==> config.mk <==
export PLATFORM = sky130hd
export DESIGN_NAME = led_pwm_fader
export DESIGN_NICKNAME = d
export VERILOG_FILES = /design/src/rtl/led_pwm_fader.sv
export SDC_FILE = /design/constraint.sdc
export NUM_CORES = 1
export LEC_CHECK = 0
export ABC_AREA = 1
export CAP_MARGIN = 0
export CELL_PAD_IN_SITES_DETAIL_PLACEMENT = 2
export CELL_PAD_IN_SITES_GLOBAL_PLACEMENT = 2
export CORE_MARGIN = 4
export CORE_UTILIZATION = 29
export CTS_BUF_LIST = sky130_fd_sc_hd__clkbuf_16
export DETAILED_ROUTE_END_ITERATION = 7
export PLACE_DENSITY = 0.77
export SETUP_SLACK_MARGIN = 0.05
export SLEW_MARGIN = 20
export SYNTH_ARGS = -nofsm -noshare
export SYNTH_HDL_FRONTEND = slang
export SYNTH_SLANG_ARGS = --single-unit
export TNS_END_PERCENT = 100
==> constraint.sdc <==
create_clock -name sys_clk -period 1.65 [get_ports sys_clk]
set_input_delay 0.2475 -clock sys_clk [delete_from_list [all_inputs] [get_ports sys_clk]]
set_output_delay 0.2475 -clock sys_clk [all_outputs]
set_load 0.05 [all_outputs]
==> src/rtl/led_pwm_fader.sv <==
// led_pwm_fader: per-channel LED fade ramps with PWM drive.
// A shared prescaler paces the fades and a shared free-running counter sets the PWM phase.
module led_pwm_fader #(
    parameter int N_CH     = 3,
    parameter int PWM_BITS = 8,
    parameter int TICK_DIV = 1024,
    parameter int STEP     = 1
) (
    input  logic                     sys_clk,
    input  logic                     sys_rst,
    input  logic [N_CH-1:0]          req,
    output logic [N_CH-1:0]          pwm,
    output logic [N_CH*PWM_BITS-1:0] level,
    output logic                     busy
);
    localparam int PW = $clog2(TICK_DIV);
    localparam logic [PW-1:0] LAST = PW'(TICK_DIV - 1);
    localparam logic [PWM_BITS-1:0] MAX = '1;
    localparam logic [PWM_BITS:0] MAX_W = {1'b0, MAX};
    localparam logic [PWM_BITS:0] STEP_W = (PWM_BITS + 1)'(STEP);

    typedef enum logic [1:0] {OFF, RISE, ON, FALL} state_t;

    logic [PW-1:0]       presc;
    logic [PWM_BITS-1:0] pwm_cnt;
    logic                tick;
    logic [N_CH-1:0]     ramping;

    assign tick = presc == LAST;
    assign busy = |ramping;

    always_ff @(posedge sys_clk)
        if (sys_rst) begin
            presc   <= '0;
            pwm_cnt <= '0;
        end else begin
            presc   <= tick ? '0 : presc + 1'b1;
            pwm_cnt <= pwm_cnt + 1'b1;
        end

    for (genvar g = 0; g < N_CH; g++) begin : g_ch
        state_t              state, state_n;
        logic [PWM_BITS-1:0] lvl, lvl_n;
        logic [PWM_BITS:0]   up, dn;
        logic                drive;

        // one spare bit exposes overflow/underflow before saturating
        assign up = {1'b0, lvl} + STEP_W;
        assign dn = {1'b0, lvl} - STEP_W;
        assign level[g*PWM_BITS +: PWM_BITS] = lvl;
        assign pwm[g] = drive;
        assign ramping[g] = state == RISE || state == FALL;

        always_comb begin
            lvl_n   = lvl;
            state_n = state;
            lvl_n   = !tick          ? lvl :
                      state == RISE  ? (up > MAX_W ? MAX : up[PWM_BITS-1:0]) :
                      state == FALL  ? (dn[PWM_BITS] ? '0 : dn[PWM_BITS-1:0]) : lvl;
            state_n = state == OFF   ? (req[g] ? RISE : OFF) :
                      state == RISE  ? (!req[g] ? FALL : lvl == MAX ? ON : RISE) :
                      state == ON    ? (!req[g] ? FALL : ON) :
                                       (req[g] ? RISE : lvl == '0 ? OFF : FALL);
        end

        always_ff @(posedge sys_clk)
            if (sys_rst) begin
                state <= OFF;
                lvl   <= '0;
                drive <= 1'b0;
            end else begin
                state <= state_n;
                lvl   <= lvl_n;
                drive <= lvl > pwm_cnt;
            end
    end
endmodule
# Word-level counts from Yosys, hierarchy flattened
# Cells that the tools add are included.
# totals
out_inout_bits	28
register_bits	51
# classes
n_eq_ne	13
addsub	8
mux	39
reduce_logical	17
magnitude_cmp	6
# op_table
cell	n
two-way mux 8 bit	12
two-way mux 2 bit	21
adder 8 x 1 -> 9 bit, second input constant	3
> comparator 9 x 8 -> 1 bit, second input constant	3
subtractor 8 x 1 -> 9 bit, second input constant	3
== test 8 bit, second input constant	3
> comparator 8 bit	3
zero test 8 bit	3
== test 2 bit, second input constant	6
adder 10 x 1 -> 10 bit, second input constant	1
== test 10 bit, second input constant	1
adder 8 x 1 -> 8 bit, second input constant	1
== test 2 x 1 -> 1 bit, second input constant	3
zero test 2 bit	3
two-way mux 1 bit	6
AND reduction 2 bit	3
nonzero test 2 bit	3
logical OR 1 bit	3
OR reduction 3 bit	1
OR reduction 2 bit	1

# Longest topological paths before layout
# logic_depth
depth_word	6
depth_mapped	11

# Worst setup path after synthesis
# No wires, ideal clock.
# synth_path
path_kind	reg2reg
from	reg g_ch[2].lvl[0]
to	reg g_ch[2].lvl[1]
arrival_time_ns	1.955
slack_ns	-0.375
path_stages_with_launch	11
required_ns	1.580
setup_ns	0.070
n_path_buf	0
path_cell_list	dfxtp_1 inv_1 ha_1 or2_2 nor2_1 nand2_1 nor2_1 nand3_1 nand3_1 nand2_1 a21oi_1
# synth_via
elab_chain_len	4
# synth_rtl
item	line_no	source
start: declaration	43	logic [PWM_BITS-1:0] lvl, lvl_n;
start signal: assignment	73	lvl <= lvl_n;
adder 8 x 1 -> 9 bit / subtractor 8 x 1 -> 9 bit (equally long branches)	48, 49	
> comparator 9 x 8 -> 1 bit / two-way mux 8 bit (equally long branches)	58, 59	
two-way mux 8 bit (on tied branches)	58, 59	
two-way mux 8 bit *	58	state == RISE ? (up > MAX_W ? MAX : up[PWM_BITS-1:0]) :
# Mark *: on every way between the ends. The rest lies on a longest branch, timed or not. The select of a mux whose other input is x is not followed.
# A chain may end at the register's enable or synchronous reset.

# Worst setup path in the final report
# layout_path
from	reg presc[1]
to	reg g_ch[1].lvl[5]
# layout_via
elab_chain_len	2
# layout_rtl
item	line_no	source
start: declaration	24	logic [PW-1:0] presc;
start signal: assignment	37	presc <= tick ? '0 : presc + 1'b1;
== test 10 bit	29	assign tick = presc == LAST;
AND reduction 2 bit (no line)	-	
end signal: assignment	73	
end: declaration	43	
# No other way between the ends.

==> impl_metrics.csv <==
group,metric,value,unit
yosys,syn_inst,613,
detailed_routing,antenna_left,0,
run,drv_cap,0,
global_route,antenna_found_initial,0,
global_route,met3_usage,2.659,%
global_route,grt_max_degree,19,
clocking,cts_sinks,51,
sta,fin_ws,-0.2137,ns
final_layout,nFillCells,1552,
yosys,ys_ff_latch,51,
yosys,synth.yosys.seq_area_share,25.90,%
critical_path,critical_path.endpoint_type,"flop",
die,coreArea,13300,µm²
global_route,first_global_vias,5198,
power_and_ir_drop,pwr_density_cell,496.3,nW/µm²
final_layout,fin_nets,767,
placement,place_ws,-0.1946,ns
detailed_routing,drt_iter0_markers,190,
sta,fmax,536.6,MHz
sta,skew,0.01498,ns
final_layout,n_antenna_cell,0,
sta,drv_slew,0,
die,die-area,15520,µm²
clocking,htreeDepth,2,
run_status,violations,"negative setup slack",
detailed_routing,routed_wl,19800,µm
critical_path,critPathRequiredTime,1.88,ns
detailed_routing,post_drt_via_cell_ratio,5.289,
hold_path,holdCritPathClass,"flop to flop",
global_route,grt_usage,22.29,%
placement,gp_congestion,0.7952,
final_layout,synthToLayoutAreaGrowth,44.53,%
yosys,synth_area_per_cell,6.432,µm²
sta,grt_setup_unrepaired,"yes",
global_route,met1_usage,27.60,%
critical_path,critical_path_class,"flop to flop",
sta,maxSlewHeadroom,73.10,%
global_route,overflow,0,
placement,dp_cells,878,
die,start_util,29.65,%
yosys,yosysWarnings,0,
yosys,synthFlopType,"dfxtp_1",
power_and_ir_drop,ir_drop,0.4721,mV
sta,finalHoldViolations,0,
detailed_routing,dr.pass1.iters,4,
die,placementRows,42,
sta,final.period_utilization,113.0,%
global_route,busiest_layer,"met2",
placement,hpwl,12440,µm
critical_path,cp_max_fo,5,
clocking,cts-root-buf,"clkbuf_16",
final_layout,layout.cells.non_filler,904,
clocking,tritoncts,"done",
detailed_routing,drcViolationCount,0,
yosys,synth_fp_nets,653,
yosys,synth_edf_count,0,
critical_path,crit_arrival,2.10,ns
yosys,syn_area,3943,µm²
die,die_w,124.6,µm
final_layout,final_layout_size_suffix_gt1_share,34.62,%
global_route,grt_pass1_wl,28350,µm
sta,worstMarginPinSlew,0.4005,ns
clocking,clk_path_buf_depth,2,
yosys,async_flop_share,0,%
sta,fin_tns_setup,-2.999,ns
run_status,status,"finished with violations",
power_and_ir_drop,p_leak,2.670,nW
clocking,clock_latency,0.32,ns
placement,portBuffers,32,
clocking,clk_pin_slew,0.08,ns
detailed_routing,vias,4781,
critical_path,start_kind,"flop",
yosys,synth_cell_types,42,
clocking,cts_buffers,5,
die,die_h,124.6,µm
die,pin_count,33,
clocking,cts_hold_buf,0,
detailed_routing,wl_per_cell,21.91,µm
sta,finalSetupViolations,24,
sta,period_needed,1.864,ns
global_route,met2_usage,40.78,%
## per-stage QoR
stage | power, mW | util, % | hold slack, ns | cell area [µm²]
2_1_floorplan | 1.489 | - | 0.3375 | 3983
3_3_place_gp | 1.592 | 37.55 | 0.4536 | 4992
3_5_place_dp | 1.616 | 37.55 | 0.4625 | 4992
4_1_cts | 2.780 | 40.58 | 0.4741 | 5395
5_1_grt | 2.928 | 42.86 | 0.4889 | 5698
6_report | 2.828 | 42.86 | 0.4700 | 5698
## timing repair
action | CTS | global route
endpoints found under the hold margin | 0 | 0
gates cloned | 0 | 1
setup buffers | 10 | 7
resized for setup | 54 | 72
pin swaps | 12 | 23
setup endpoints to repair | 38 | 44
## power by group
group	total (mW)	switching (mW)	internal, mW
logic	0.373	0.243	0.130
clock network	1.17	0.594	0.580
registers	1.28	0.0300	1.25
total	2.83	0.867	1.96
## worst paths after layout
check,from,slack (ns),depth (start not counted),to
setup / recovery,presc[1]$_SDFF_PP0_,-0.21,10,g_ch[1].lvl[5]$_SDFFE_PP0P_
hold / removal,presc[5]$_SDFF_PP0_,0.47,2,presc[5]$_SDFF_PP0_
setup reg to reg,presc[1]$_SDFF_PP0_,-0.21,10,g_ch[1].lvl[5]$_SDFFE_PP0P_
hold reg to reg,presc[5]$_SDFF_PP0_,0.47,2,presc[5]$_SDFF_PP0_
## cell usage after synthesis, types with 4 or more instances
cell	n	share of area, %
a21oi_1	44	5.6
a31oi_1	4	0.63
buf_2	7	0.89
clkbuf_1	4	0.38
dfxtp_1	51	26
ha_1	35	11
inv_1	80	7.6
nand2_1	128	12
nand3_1	55	7.0
nand4_1	12	1.9
nor2_1	80	7.6
nor2_2	6	0.95
nor3_1	10	1.3
o211ai_1	4	0.76
o21ai_0	39	5.0
o21bai_1	5	0.95
or2_2	4	0.63
xor2_1	13	2.9
## layer usage
layer	share of wire [%]	vias up	routed length, µm
met5	0	-	0
li1	-	2240	-
met4	2.6	0	520
met1	42	2407	8335
met2	53	99	10440
met3	2.6	35	508
## kinds of logic after synthesis
family,count (synthesis),share of synthesized area [%]
xor+xnor,16,3.555
fa+ha+maj,35,11.11
buf+inv,97,9.774
flops,51,25.90
compound gates,103,14.22
simple gates,311,35.45
## cell type report
type / instances / area, µm² / share of cell area [%]
multi-input combinational: 465 / 2874 / 50.44
timing repair buffer: 121 / 1049 / 18.40
timing repair inverter: 1 / 5.005 / 0.08783
clock inverter: 3 / 26.28 / 0.4611
inverter: 82 / 327.8 / 5.753
tap: 176 / 220.2 / 3.865
sequential: 51 / 1071 / 18.80
clock buffer: 5 / 125.1 / 2.196
## placed cells by master (no fill, tap or decap), types with 9 or more instances in the layout
cell and instances:
dfxtp_2 22, nand3_1 43, nand3_2 12, nor3_1 9, a21oi_2 10, o21ai_0 25
o21ai_1 9, dfxtp_1 23, a21oi_1 34, nand2_1 119, buf_4 101, ha_1 27
xor2_1 13, inv_1 69, nand4_1 12, nor2_2 17, nor2_1 64
## critical path: stages (launching register included)
cell	delay (ns)
dfxtp_2	0.36
ha_4	0.15
nand3_4	0.08
nor3_4	0.23
buf_6	0.15
nand4_4	0.13
nor2_4	0.21
buf_12	0.15
buf_6	0.11
o21ai_2	0.05
nor2_1	0.16
## registers in the layout, summed over array words and instances (netlist names)
register,count
g_ch.lvl,24
presc,10
g_ch.state,6
g_ch.drive,3
pwm_cnt,8
(Power assumes the default switching activity.)
